===== src/rtl/strobe_frame_sched.sv =====
// Per-frame strobe scheduler: sequences a lit frame and a dark frame, then
// hands the pair to the detection engine and reports one result per pair.
module strobe_frame_sched #(
  parameter int TIMEOUT = 50000,
  parameter int TO_W    = 16
) (
  input  logic       pclk,
  input  logic       resetn,
  input  logic       i_frame_start,
  input  logic       i_frame_end,
  input  logic       i_en_strobe,
  output logic       o_led_on,
  output logic       o_frame_lit,
  output logic       o_det_req,
  input  logic       i_det_ack,
  input  logic       i_det_done,
  input  logic       i_det_result,
  output logic       o_obj_det,
  output logic       o_obj_det_trig,
  output logic       o_timeout,
  output logic [7:0] o_drop_cnt
);

  localparam logic [TO_W-1:0] TO_LAST = TO_W'(TIMEOUT - 1);

  typedef enum logic [2:0] {
    IDLE,
    SKIP,
    LIT,
    DARK_WAIT,
    DARK,
    REQ,
    BUSY,
    REPORT
  } state_t;

  state_t          state_q, state_d;
  logic [TO_W-1:0] to_cnt_q, to_cnt_d;
  logic            result_q, result_d;
  logic            led_on_q, led_on_d;
  logic            frame_lit_q, frame_lit_d;
  logic            det_req_q, det_req_d;
  logic            obj_det_q, obj_det_d;
  logic            trig_q, trig_d;
  logic            timeout_q, timeout_d;
  logic [7:0]      drop_cnt_q, drop_cnt_d;
  logic            engine_busy;

  assign engine_busy = (state_q == REQ) || (state_q == BUSY) || (state_q == REPORT);

  always_comb begin
    state_d    = state_q;
    to_cnt_d   = to_cnt_q;
    result_d   = result_q;
    obj_det_d  = 1'b0;
    trig_d     = 1'b0;
    timeout_d  = 1'b0;
    drop_cnt_d = drop_cnt_q;

    case (state_q)
      IDLE: begin
        if (i_frame_start) begin
          state_d = i_en_strobe ? LIT : SKIP;
        end
      end
      SKIP: begin
        if (i_frame_end) begin
          trig_d    = 1'b1;
          obj_det_d = 1'b0;
          state_d   = IDLE;
        end
      end
      LIT: begin
        if (i_frame_end) begin
          state_d = DARK_WAIT;
        end
      end
      DARK_WAIT: begin
        if (i_frame_start) begin
          state_d = DARK;
        end
      end
      DARK: begin
        if (i_frame_end) begin
          state_d = REQ;
        end
      end
      REQ: begin
        if (i_det_ack) begin
          to_cnt_d = '0;
          if (i_det_done) begin
            result_d = i_det_result;
            state_d  = REPORT;
          end else begin
            state_d = BUSY;
          end
        end
      end
      BUSY: begin
        to_cnt_d = to_cnt_q + TO_W'(1);
        // A result arriving on the last allowed cycle still counts as valid.
        if (i_det_done) begin
          result_d = i_det_result;
          state_d  = REPORT;
        end else if (to_cnt_q == TO_LAST) begin
          result_d  = 1'b0;
          timeout_d = 1'b1;
          state_d   = REPORT;
        end
      end
      REPORT: begin
        trig_d    = 1'b1;
        obj_det_d = result_q;
        state_d   = IDLE;
      end
      default: begin
        state_d = IDLE;
      end
    endcase

    if (i_frame_start && engine_busy && (drop_cnt_q != 8'hFF)) begin
      drop_cnt_d = drop_cnt_q + 8'd1;
    end

    led_on_d    = (state_d == LIT);
    frame_lit_d = (state_d == LIT);
    det_req_d   = (state_d == REQ);
  end

  always_ff @(posedge pclk or negedge resetn) begin
    if (!resetn) begin
      state_q     <= IDLE;
      to_cnt_q    <= '0;
      result_q    <= 1'b0;
      led_on_q    <= 1'b0;
      frame_lit_q <= 1'b0;
      det_req_q   <= 1'b0;
      obj_det_q   <= 1'b0;
      trig_q      <= 1'b0;
      timeout_q   <= 1'b0;
      drop_cnt_q  <= 8'd0;
    end else begin
      state_q     <= state_d;
      to_cnt_q    <= to_cnt_d;
      result_q    <= result_d;
      led_on_q    <= led_on_d;
      frame_lit_q <= frame_lit_d;
      det_req_q   <= det_req_d;
      obj_det_q   <= obj_det_d;
      trig_q      <= trig_d;
      timeout_q   <= timeout_d;
      drop_cnt_q  <= drop_cnt_d;
    end
  end

  assign o_led_on       = led_on_q;
  assign o_frame_lit    = frame_lit_q;
  assign o_det_req      = det_req_q;
  assign o_obj_det      = obj_det_q;
  assign o_obj_det_trig = trig_q;
  assign o_timeout      = timeout_q;
  assign o_drop_cnt     = drop_cnt_q;

endmodule

===== config.mk =====
export PLATFORM = sky130hd
export DESIGN_NAME = strobe_frame_sched
export DESIGN_NICKNAME = d
export VERILOG_FILES = /design/src/rtl/strobe_frame_sched.sv
export SDC_FILE = /design/constraint.sdc
export NUM_CORES = 1
export LEC_CHECK = 0
export ABC_CLOCK_PERIOD_IN_PS = 1400
export CAP_MARGIN = 40
export CORE_MARGIN = 2
export CORE_UTILIZATION = 45
export DETAILED_ROUTE_END_ITERATION = 10
export GPL_ROUTABILITY_DRIVEN = 0
export HOLD_SLACK_MARGIN = 0.05
export PLACE_DENSITY = 0.7
export SETUP_SLACK_MARGIN = 0.1
export SYNTH_ARGS = -nofsm -noshare
export SYNTH_HDL_FRONTEND = slang
export SYNTH_SLANG_ARGS = --single-unit

===== constraint.sdc =====
create_clock -name pclk -period 1.4 [get_ports pclk]
set_clock_uncertainty 0.1 [all_clocks]
set_input_delay 0.28 -clock pclk [delete_from_list [all_inputs] [get_ports pclk]]
set_output_delay 0.28 -clock pclk [all_outputs]
set_load 0.02 [all_outputs]

# == Word-level counts from Yosys, hierarchy flattened ==
# Cells that the tools add are included.
# totals
ff_bits,33
# classes
addsub,2
n_eq_ne,14
muxes,24
n_reduce_logical,8
# op_table
operator,n
$pmux W16 S2,1
$mux W3,8
$pmux W3 S8,1
$add A16 B1 Y16 const B,1
$eq A16 B16 Y1 const B,1
$mux W16,1
$eq A3 B3 Y1 const B,5
$mux W1,10
$eq A3 B2 Y1 const B,3
$add A8 B1 Y8 const B,1
$ne A8 B8 Y1 const B,1
$ne A2 B2 Y1 const B,2
$pmux W1 S2,2
$reduce_and A4 Y1,1
$eq A3 B1 Y1 const B,1
$logic_not A3 Y1,1
$ne A3 B2 Y1 const B,1
$logic_and A1 B1 Y1,2
$logic_or A1 B1 Y1,2
$mux W2,1
$reduce_and A2 Y1,1
$reduce_bool A2 Y1,1

# == Longest topological paths before layout ==
# Gate-level depths: netlist of the first run.
# logic_depth
depth_word,5
depth_mapped,6
depth_no_buf,5

# == Worst setup path after synthesis of the first run ==
# Ideal clock, no wire load.
# synth_timing
kind,register to register
from,"reg drop_cnt_q[0], in the netlist o_drop_cnt[0]"
to,"reg drop_cnt_q[5], in the netlist o_drop_cnt[5]"
t_arrival_ns,1.292
t_required_ns,1.168
setup_slack_ns,-0.124
path_stages_with_launch,6
period_less_slack_ns,1.524
cell_sequence,dfrtp_1 -> ha_1 -> nand3_1 -> o21ai_2 -> nor3_1 -> xor2_1
# synth_between
elab_chain_len,2
elab_cells_between_ends,3
cone_classes,add/sub (1); eq/ne (1); reduce/logical (1)
# synth_rtl
item,line,source
"start, declared",46,"logic [7:0] drop_cnt_q, drop_cnt_d;"
"start signal, assigned",152,drop_cnt_q <= drop_cnt_d;
"parallel branches: the longest is 2 deep, another holds $add A8 B1 Y8",-,
# Several ways; the timed one is not identified.
# A chain may end at the register's enable or synchronous reset.

# == Worst setup path after layout of the first run ==
# layout_timing
from,reg state_q[2]
to,reg to_cnt_q[15]
# layout_between
elab_chain_len,3
elab_cells_between_ends,6
cone_classes,eq/ne (3); mux (1); reduce/logical (2)
# layout_rtl
item,line,source
"start, declared",37,"state_t state_q, state_d;"
"start signal, assigned",143,state_q <= state_d;
$eq A3 B3 Y1,60,case (state_q)
$ne A2 B2 Y1 (no source line) / $reduce_bool A2 Y1 (equally long branches),-,
$reduce_and A2 Y1 (no source line),-,
"end signal, assigned",144,to_cnt_q <= to_cnt_d;
"end, declared",38,"logic [TO_W-1:0] to_cnt_q, to_cnt_d;"
# Several ways; a longest one is shown, not always the timed one.

==> results of run 1 <==
## cell usage after synthesis (2+ instances only)
| cell type | n | area, µm² |
|---|---|---|
| ha_1 | 2 | 25.0 |
| o32ai_2 | 2 | 32.5 |
| and3_1 | 2 | 12.5 |
| or3_1 | 2 | 12.5 |
| nand4_1 | 8 | 50.1 |
| dfrtp_1 | 33 | 826 |
| inv_1 | 3 | 11.3 |
| buf_4 | 3 | 22.5 |
| nand2b_1 | 3 | 18.8 |
| and3b_1 | 2 | 17.5 |
| nand3b_1 | 3 | 22.5 |
| nor2b_1 | 3 | 18.8 |
| nor3_1 | 5 | 25.0 |
| buf_2 | 2 | 10.0 |
| a21oi_1 | 5 | 25.0 |
| nand3_1 | 7 | 35.0 |
| a31oi_1 | 2 | 12.5 |
| a21boi_0 | 2 | 15.0 |
| clkbuf_8 | 2 | 27.5 |
| o21ai_0 | 6 | 30.0 |
| xnor2_1 | 4 | 35.0 |
| nor2_1 | 7 | 26.3 |
| and4_1 | 2 | 17.5 |
| a41oi_1 | 2 | 17.5 |
| nand2_1 | 25 | 93.8 |
| nor4bb_1 | 2 | 20.0 |
| buf_6 | 2 | 22.5 |
| o211ai_1 | 3 | 22.5 |
| xor2_1 | 4 | 35.0 |
| mux2i_1 | 5 | 50.1 |
## flip-flops by register name (all words and copies together) (netlist names)
register	count
o_obj_det	1
o_obj_det_trig	1
o_drop_cnt	8
o_frame_lit	1
state_q	3
to_cnt_q	16
o_det_req	1
result_q	1
o_timeout	1
## power by group through the flow
stage	Clock [mW]	Combinational, mW	Sequential [mW]
after floorplan	0	1.14	1.65
after global placement	0	2.12	1.47
after detailed placement	0	2.20	1.50
after CTS	0.814	2.28	1.50
after global routing	0.868	2.95	1.56
final	0.815	2.74	1.52
## repair_timing
action                                  in CTS  in global routing
pin swaps                                    7                 10
resized for setup                           82                 39
gates cloned                                 1                  1
setup buffers                                9                  9
endpoints found under the setup margin      43                 36
## logic make-up after synthesis
group | after synthesis
simple gates | 82
compound gates | 35
flops | 33
buf+inv | 14
xor+xnor | 8
mux | 5
fa+ha+maj | 2
## worst max-delay path, stage by stage (launching register included)
cell     delay [ns]
dfrtp_2        0.45
buf_4          0.15
and3b_2        0.25
buf_4          0.14
and3_4         0.15
nand3_2        0.08
mux2i_1        0.21
## how the worst min path moves through the flow
stage | end
after detailed placement | o_drop_cnt[5]
after floorplan | o_det_req
after CTS | result_q
final | to_cnt_q[12]
after global routing | result_q
after global placement | o_drop_cnt[5]
## routing by layer
metal	vias to the layer above	share of wire, %	wire length, µm	GRT usage, %
li1	845	-	-	-
met5	-	0	0	0
met2	66	51	2920	41.7
met1	904	40	2250	27.3
met4	0	3.6	202	10.7
met3	25	5.5	313	6.17
## cell type report
| cell class | count | share of cell area, % |
|---|---|---|
| clock buffers | 7 | 3.23 |
| clock inverters | 1 | 0.168 |
| inverters | 3 | 0.378 |
| multi-input cells | 133 | 40.0 |
| flip-flops and latches | 33 | 28.0 |
| well taps | 50 | 2.10 |
| repair buffers | 94 | 26.1 |
==> impl_metrics.ini, run 1 <==
[min_path]
hp-class = in -> async

[power_and_ir_drop]
seq_power_share_pct = 30.0
switchingPower_mw = 1.96
pwr_density_cell_nw_per_um2 = 1700
clockPowerShare_pct = 16.0
power.internal_mw = 3.12
power_mw = 5.08
peakVddDrop_mv = 0.970
p_leak_nw = 1.39
power.share.combinational_pct = 54.0
swShare_pct = 38.6

[clock_tree]
clk_latency_ns = 0.30
cts_root_buf = clkbuf_8
cts_max_level = 2
cts_buffer_depth = 2
cts_made_buffers = 5
cts_hold_buffers = 0
clock_sinks = 33
clk_pin_slew_worst_paths_ns = 0.07
cts_tree = yes

[floorplanning]
die-area_um2 = 4580
initial_utilization_pct = 46.3
die_x_um = 67.7
placementRows = 23
core_area_um2 = 3940
die_y_um = 67.7
ioPinCount = 22

[route]
drt_iter0_drc = 107
drt-vias-per-instance = 5.73
routed_wl_mm = 5.68
via_count = 1840
drtAntennaViolNets = 0
routedWlPerCell_um = 17.7
drcViolationCount = 0
drt_pass1_iterations = 4

[setup_path]
worstSetupPathType = reg -> reg
cp.required_ns = 1.51
r2r_cells = 6
start_kind = flip-flop
crit_path_end_kind = flip-flop
cp_max_fo = 5
r2r_slack_ns = -0.22
r2r_start = state_q[2]
endpoint = to_cnt_q[15]
reg2reg_to = to_cnt_q[15]
critPathArrivalTime_ns = 1.73
crit_path_start = state_q[2]

[cells_and_area]
antenna_cells = 0
final_cell_mix = buf_4 (56), dfrtp_1 (26), nand2_1 (23)
regArea_um2 = 835
final_common_cell = buf_4
syn2layout_area_growth_pct = 63.3
fill_cells = 244
stdcell_area_um2 = 2980
fin_util_pct = 75.6
layout.nets = 280
drive_gt1_share_pct = 55.4
layoutNonFillerInstCount = 321
multi_input_area_um2 = 1190

[grt]
overflow = 0
grt_max_degree = 34
globalRouteTotalUtil_pct = 23.9
grt_pass1_vias = 1758
antenna_found_initial = 0
grt_pass1_wl_mm = 8.00

[placed_design]
portBuffers = 21
placed_cells = 294
dpl.hpwl_mm = 3.28
pre_cts_ws_ns = -0.505
placed_area_um2 = 2550

[logic_synthesis]
ys_seq_area_share_pct = 45.2
synth_compound_area_share_pct = 15.2
synthAdderAreaFrac_pct = 1.37
synthXorXnorAreaFrac_pct = 3.84
synthCells = 179
synth_warnings = 0
async_flop_share_pct = 100
syn_nets = 189
ys_dominant_reg_cell = dfrtp_1
synth_edf_count = 0
syn_area_per_cell_um2 = 10.2
synthSimpleGateAreaFrac_pct = 25.6
ys_ff_latch = 33
syn_area_um2 = 1830
synth.area.mux_share_pct = 2.74
netlist-cell-type-count = 56
synth_top_family_by_area = simple AND/OR/NAND/NOR gates

[sta]
fin_hold_ws_ns = 0.249
finalSetupViolCount = 27
fin_ws_ns = -0.222
tightest_slew_ns = 0.322
maxSlewHeadroom_pct = 78.5
max_clock_freq_mhz = 616
hold_viol = 0
rsz0062_at_grt = true
period_share_pct = 116
final.min_clock_period_ns = 1.62
slew_violations = 0
finalSetupTns_ns = -2.75

[outcome]
violations = setup timing
outcome = finished with violations

[run]
drv_cap = 0
Note: power is estimated with default switching activity, not from simulation.
==> run 2: changes to the inputs <==
--- a/config.mk
+++ b/config.mk
@@ -7,12 +7,14 @@
 export LEC_CHECK = 0
 export ABC_CLOCK_PERIOD_IN_PS = 1400
 export CAP_MARGIN = 40
+export CELL_PAD_IN_SITES_DETAIL_PLACEMENT = 1
+export CELL_PAD_IN_SITES_GLOBAL_PLACEMENT = 1
 export CORE_MARGIN = 2
-export CORE_UTILIZATION = 45
+export CORE_UTILIZATION = 39
 export DETAILED_ROUTE_END_ITERATION = 10
 export GPL_ROUTABILITY_DRIVEN = 0
 export HOLD_SLACK_MARGIN = 0.05
-export PLACE_DENSITY = 0.7
+export PLACE_DENSITY = 0.76
 export SETUP_SLACK_MARGIN = 0.1
 export SYNTH_ARGS = -nofsm -noshare
 export SYNTH_HDL_FRONTEND = slang
==> run 2 against run 1 <==
- the flow still finishes with violations (setup timing)
- global-route usage increased by 4.4 points
- die area increased by 14%
- non-clock buffer count unchanged
- largest cell class unchanged
==> impl_metrics.ini, run 2 (same netlist as run 1, synthesis figures left out) <==
[outcome]
outcome = finished with violations
violations = setup timing

[sta]
final.min_clock_period_ns = 1.70
hold_viol = 0
fin_ws_ns = -0.305
fin_hold_ws_ns = 0.255
max_clock_freq_mhz = 587
maxSlewHeadroom_pct = 75.3
rsz0062_at_grt = true
slew_violations = 0
period_share_pct = 122
finalSetupViolCount = 29
tightest_slew_ns = 0.370

[route]
drt_iter0_drc = 97
via_count = 1921
top_layer = met4
wl_met1_mm = 3.22
drtAntennaViolNets = 0
dr_wl_met2_mm = 3.74
routedWlPerCell_um = 23.3
routed_wl_mm = 7.51
drcViolationCount = 0
drt_pass1_iterations = 4
drt-vias-per-instance = 5.97
wl_met3_um = 366

[grt]
overflow = 0
grt_pass1_vias = 2158
antenna_found_initial = 0
grt_max_degree = 34
globalRouteTotalUtil_pct = 28.4
grt_pass1_wl_mm = 11.4

[setup_path]
crit_path_max_incr_delay_ns = 0.43
worstSetupPathType = reg -> reg
start_kind = flip-flop
critPathArrivalTime_ns = 1.79
cp_max_fo = 7
crit_path_end_kind = flip-flop
slowest_stage = dfrtp_1
crit_chain = buf_6, buf_4, nor3_1, o32ai_2, a2111oi_2
cp.required_ns = 1.48

[cells_and_area]
antenna_cells = 0
syn2layout_area_growth_pct = 64.1
drive_gt1_share_pct = 57.8
layoutNonFillerInstCount = 322
final_common_cell = buf_4
layout.nets = 279
largest_reg_flops = 16
fill_cells = 464
final_cell_mix = buf_4 (53), dfrtp_1 (26), nand2_1 (23)
regMostFlops = to_cnt_q

[power_and_ir_drop]
power_mw = 5.29
pwr_density_cell_nw_per_um2 = 1770
p_leak_nw = 1.41
peakVddDrop_mv = 1.02

[floorplanning]
ioPinCount = 22
placementRows = 24
die_x_um = 72.4
die-area_um2 = 5240
core_area_um2 = 4440
die_y_um = 72.4
initial_utilization_pct = 41.1

[placed_design]
dpl.hpwl_mm = 4.14
portBuffers = 21
placed_cells = 294

[run]
drv_cap = 0

[min_path]
hp-class = in -> async

[clock_tree]
cts_hold_buffers = 0
cts_made_buffers = 5
clock_sinks = 33
cts_tree = yes
cts_root_buf = clkbuf_8
cts_max_level = 2
clk_latency_ns = 0.29
cts_buffer_depth = 2
clk_pin_slew_worst_paths_ns = 0.08
## run 2: cell count changes in the layout (fill, tap and decap cells not counted), moves of 2 or more
| cell | before | now |
|---|---|---|
| buf_4 | 56 | 53 |
| buf_6 | 18 | 21 |
| clkdlybuf4s50_1 | 6 | 3 |
| clkinvlp_4 | 0 | 3 |
| dlygate4sd2_1 | 1 | 4 |
| a41oi_2 | 0 | 2 |
| clkbuf_8 | 7 | 5 |
| o21ai_2 | 1 | 3 |
## run 2: critical path: cells and delay by family, from the launching register on
family	cells	cell delay (ns)
flip-flops	1	0.43
AO/OA/AOI/OAI	2	0.41
AND/OR/NAND/NOR	1	0.33
buffers and inverters	2	0.31
## run 2: where the power goes
part / leakage, nW / switching [mW] / internal, mW
registers: 0.429 / 0.336 / 1.25
logic: 0.943 / 1.47 / 1.48
clock network: 0.0364 / 0.407 / 0.349
## run 2: layout make-up
type	instances	area, µm²	area share (%)
clock buffer	5	68.8	2.30
clock inverter	3	22.5	0.752
inverter	3	11.3	0.376
multi-input combinational	132	1200	40.2
sequential	33	835	27.9
tap	52	65.1	2.17
timing repair buffer	94	790	26.4
## run 2: routing by layer
| metal | GRT usage (%) | up-vias |
|---|---|---|
| met3 | 4.72 | 21 |
| met5 | 0 | - |
| met2 | 47.7 | 67 |
| met1 | 36.6 | 992 |
| li1 | - | 841 |
| met4 | 10.7 | 0 |
## run 2: repair_timing
action	in CTS	in global routing
buffers inserted	16	5
endpoints found under the setup margin	45	39
pin swaps	18	9
resized for setup	116	24
## run 2: final timing paths
check                         startpoint            end  slack (ns)  cells after the start
hold / removal                    resetn      o_det_req        0.25                      2
setup / recovery              state_q[2]    o_frame_lit       -0.30                      5
setup reg to reg              state_q[2]    o_frame_lit       -0.30                      5
hold reg to reg            o_drop_cnt[6]  o_drop_cnt[6]        0.41                      1
min in group pclk             i_det_done      o_timeout        0.32                      2
max in group asynchronous         resetn  o_drop_cnt[3]        0.75                      2
## run 2: metrics by stage
| stage | instance area, µm² | worst slack (ns) | TNS [ns] | util (%) |
|---|---|---|---|---|
| after CTS | 2910 | -0.172 | -1.96 | 65.4 |
| after global routing | 3000 | -0.397 | -5.22 | 67.4 |
| final | 3000 | -0.305 | -3.96 | 67.4 |
| after floorplan | 1960 | -0.0323 | -0.118 | - |
| after detailed placement | 2530 | -0.526 | -8.42 | 57.0 |
| after global placement | 2530 | -0.388 | -6.83 | 57.0 |
==> run 3: changes to the inputs <==
--- a/config.mk
+++ b/config.mk
@@ -5,16 +5,16 @@
 export SDC_FILE = /design/constraint.sdc
 export NUM_CORES = 1
 export LEC_CHECK = 0
-export ABC_CLOCK_PERIOD_IN_PS = 1400
+export ABC_CLOCK_PERIOD_IN_PS = 1910
 export CAP_MARGIN = 40
 export CELL_PAD_IN_SITES_DETAIL_PLACEMENT = 1
 export CELL_PAD_IN_SITES_GLOBAL_PLACEMENT = 1
 export CORE_MARGIN = 2
-export CORE_UTILIZATION = 39
+export CORE_UTILIZATION = 40
 export DETAILED_ROUTE_END_ITERATION = 10
 export GPL_ROUTABILITY_DRIVEN = 0
 export HOLD_SLACK_MARGIN = 0.05
-export PLACE_DENSITY = 0.76
+export PLACE_DENSITY = 0.75
 export SETUP_SLACK_MARGIN = 0.1
 export SYNTH_ARGS = -nofsm -noshare
 export SYNTH_HDL_FRONTEND = slang
==> constraint.sdc (replaced) <==
create_clock -name pclk -period 1.91 [get_ports pclk]
set_clock_uncertainty 0.1 [all_clocks]
set_input_delay 0.382 -clock pclk [delete_from_list [all_inputs] [get_ports pclk]]
set_output_delay 0.382 -clock pclk [all_outputs]
set_load 0.02 [all_outputs]
==> run 3 against run 2 <==
- the flow now finishes without violations
- non-clock buffer count down 53
- sequential share of layout area up 8.5 points
- via count down 19%
- critical endpoint is now o_frame_lit
==> impl_metrics.ini, run 3 (same netlist as run 1, synthesis figures left out) <==
[grt]
grt_max_degree = 34
overflow = 0
globalRouteTotalUtil_pct = 19.7
antenna_found_initial = 0
grt_pass1_wl_mm = 7.89
grt_pass1_vias = 1680

[floorplanning]
die_y_um = 71.6
die-area_um2 = 5120
core_area_um2 = 4380
die_x_um = 71.6
ioPinCount = 22
initial_utilization_pct = 41.6
placementRows = 24

[sta]
hold_viol = 0
rsz0062_at_grt = false
period_share_pct = 90.0
slew_violations = 0
max_clock_freq_mhz = 582
maxSlewHeadroom_pct = 71.3
final.min_clock_period_ns = 1.72
tightest_slew_ns = 0.430
finalSetupViolCount = 0

[setup_path]
slowest_stage = clkdlybuf4s50_1
start_kind = flip-flop
worstSetupPathType = reg -> out
crit_chain = clkdlybuf4s50_1
cp.required_ns = 1.43
critPathArrivalTime_ns = 1.24
crit_path_end_kind = primary output
cp_max_fo = 2
r2r_slack_ns = 0.22
crit_path_start = o_frame_lit
path_delay_family = buffers and inverters
reg2reg_to = result_q
crit_path_max_incr_delay_ns = 0.60
r2r_start = state_q[1]
crit_buf_inv = 1
r2r_cells = 4

[clock_tree]
cts_made_buffers = 5
cts_buffer_depth = 2
clock_sinks = 33
cts_tree = yes
cts_root_buf = clkbuf_8
clk_latency_ns = 0.28
clk_pin_slew_worst_paths_ns = 0.07
cts_max_level = 2

[cells_and_area]
drive_gt1_share_pct = 18.9
fill_cells = 499
final_common_cell = dfrtp_1
layoutNonFillerInstCount = 269
final_cell_mix = dfrtp_1 (31), nand2_1 (25), buf_4 (20)
largest_reg_flops = 16
syn2layout_area_growth_pct = 24.7
layout.nets = 226
antenna_cells = 0
regMostFlops = to_cnt_q

[route]
via_count = 1560
routed_wl_mm = 4.72
drtAntennaViolNets = 0
drt-vias-per-instance = 5.80
drt_pass1_iterations = 4
drt_iter0_drc = 74
routedWlPerCell_um = 17.5
drcViolationCount = 0

[placed_design]
placed_cells = 258
dpl.hpwl_mm = 3.20
portBuffers = 21

[min_path]
min_from = to_cnt_q[15]
min_to = to_cnt_q[15]
hp-class = reg -> reg
hold_depth = 1

[power_and_ir_drop]
seq_power_share_pct = 39.0
power_mw = 3.06
power.share.combinational_pct = 38.5
clockPowerShare_pct = 22.6
pwr_density_cell_nw_per_um2 = 1340
peakVddDrop_mv = 0.594
swShare_pct = 37.8
p_leak_nw = 1.07
power.internal_mw = 1.90
switchingPower_mw = 1.16

[run]
drv_cap = 0

[outcome]
outcome = completed
run 3: repair_timing:
item	in CTS	in global routing
pin swaps	0	2
hold buffers	0	0
setup buffers	0	3
endpoints found under the setup margin	7	8
gates cloned	0	0
gates resized for setup	7	5
run 3: per-layer routing:
metal | share of wire, % | GRT usage [%] | wire length (µm) | vias to the layer above
li1 | - | - | - | 734
met1 | 44 | 25.4 | 2090 | 790
met2 | 51 | 32.7 | 2420 | 30
met3 | 3.5 | 4.36 | 167 | 6
met4 | 0.93 | 6.50 | 44 | 0
met5 | 0 | 0 | 0 | -
run 3: layout make-up:
type / instances / area, µm² / share of cell area (%)
flip-flops and latches: 33 / 828 / 36.4
multi-input cells: 132 / 895 / 39.3
inverters: 3 / 11.3 / 0.495
repair buffers: 41 / 358 / 15.7
clock inverters: 2 / 37.5 / 1.65
well taps: 52 / 65.1 / 2.86
clock buffers: 6 / 82.6 / 3.63
run 3: power by group through the flow:
| stage | clock [mW] | combinational [mW] | sequential, mW |
|---|---|---|---|
| after floorplan | 0 | 0.744 | 1.16 |
| after global placement | 0 | 1.09 | 1.17 |
| after detailed placement | 0 | 1.16 | 1.18 |
| after CTS | 0.713 | 1.13 | 1.17 |
| after global routing | 0.740 | 1.29 | 1.23 |
| final | 0.691 | 1.18 | 1.19 |
run 3: worst max path at each step:
stage                     to  cells past startpoint  slack [ns]
4_1_cts        o_drop_cnt[6]                      1        0.11
5_1_grt          o_frame_lit                      4        0.09
3_3_place_gp     o_frame_lit                      5       -0.03
3_5_place_dp     o_frame_lit                      5       -0.06
2_1_floorplan  o_drop_cnt[5]                      5        0.39
6_report         o_frame_lit                      1        0.19
run 3: through the flow:
stage | cell area [µm²] | hold slack (ns) | utilization [%] | setup WS [ns] | TNS, ns
floorplan | 1830 | -0.0136 | - | 0.386 | 0
global placement | 2130 | 0.382 | 48.6 | -0.0336 | -0.0336
detailed placement | 2130 | 0.387 | 48.6 | -0.0598 | -0.116
CTS | 2240 | 0.397 | 51.2 | 0.110 | 0
global route | 2280 | 0.419 | 51.9 | 0.0908 | 0
finish | 2280 | 0.392 | 51.9 | 0.191 | 0
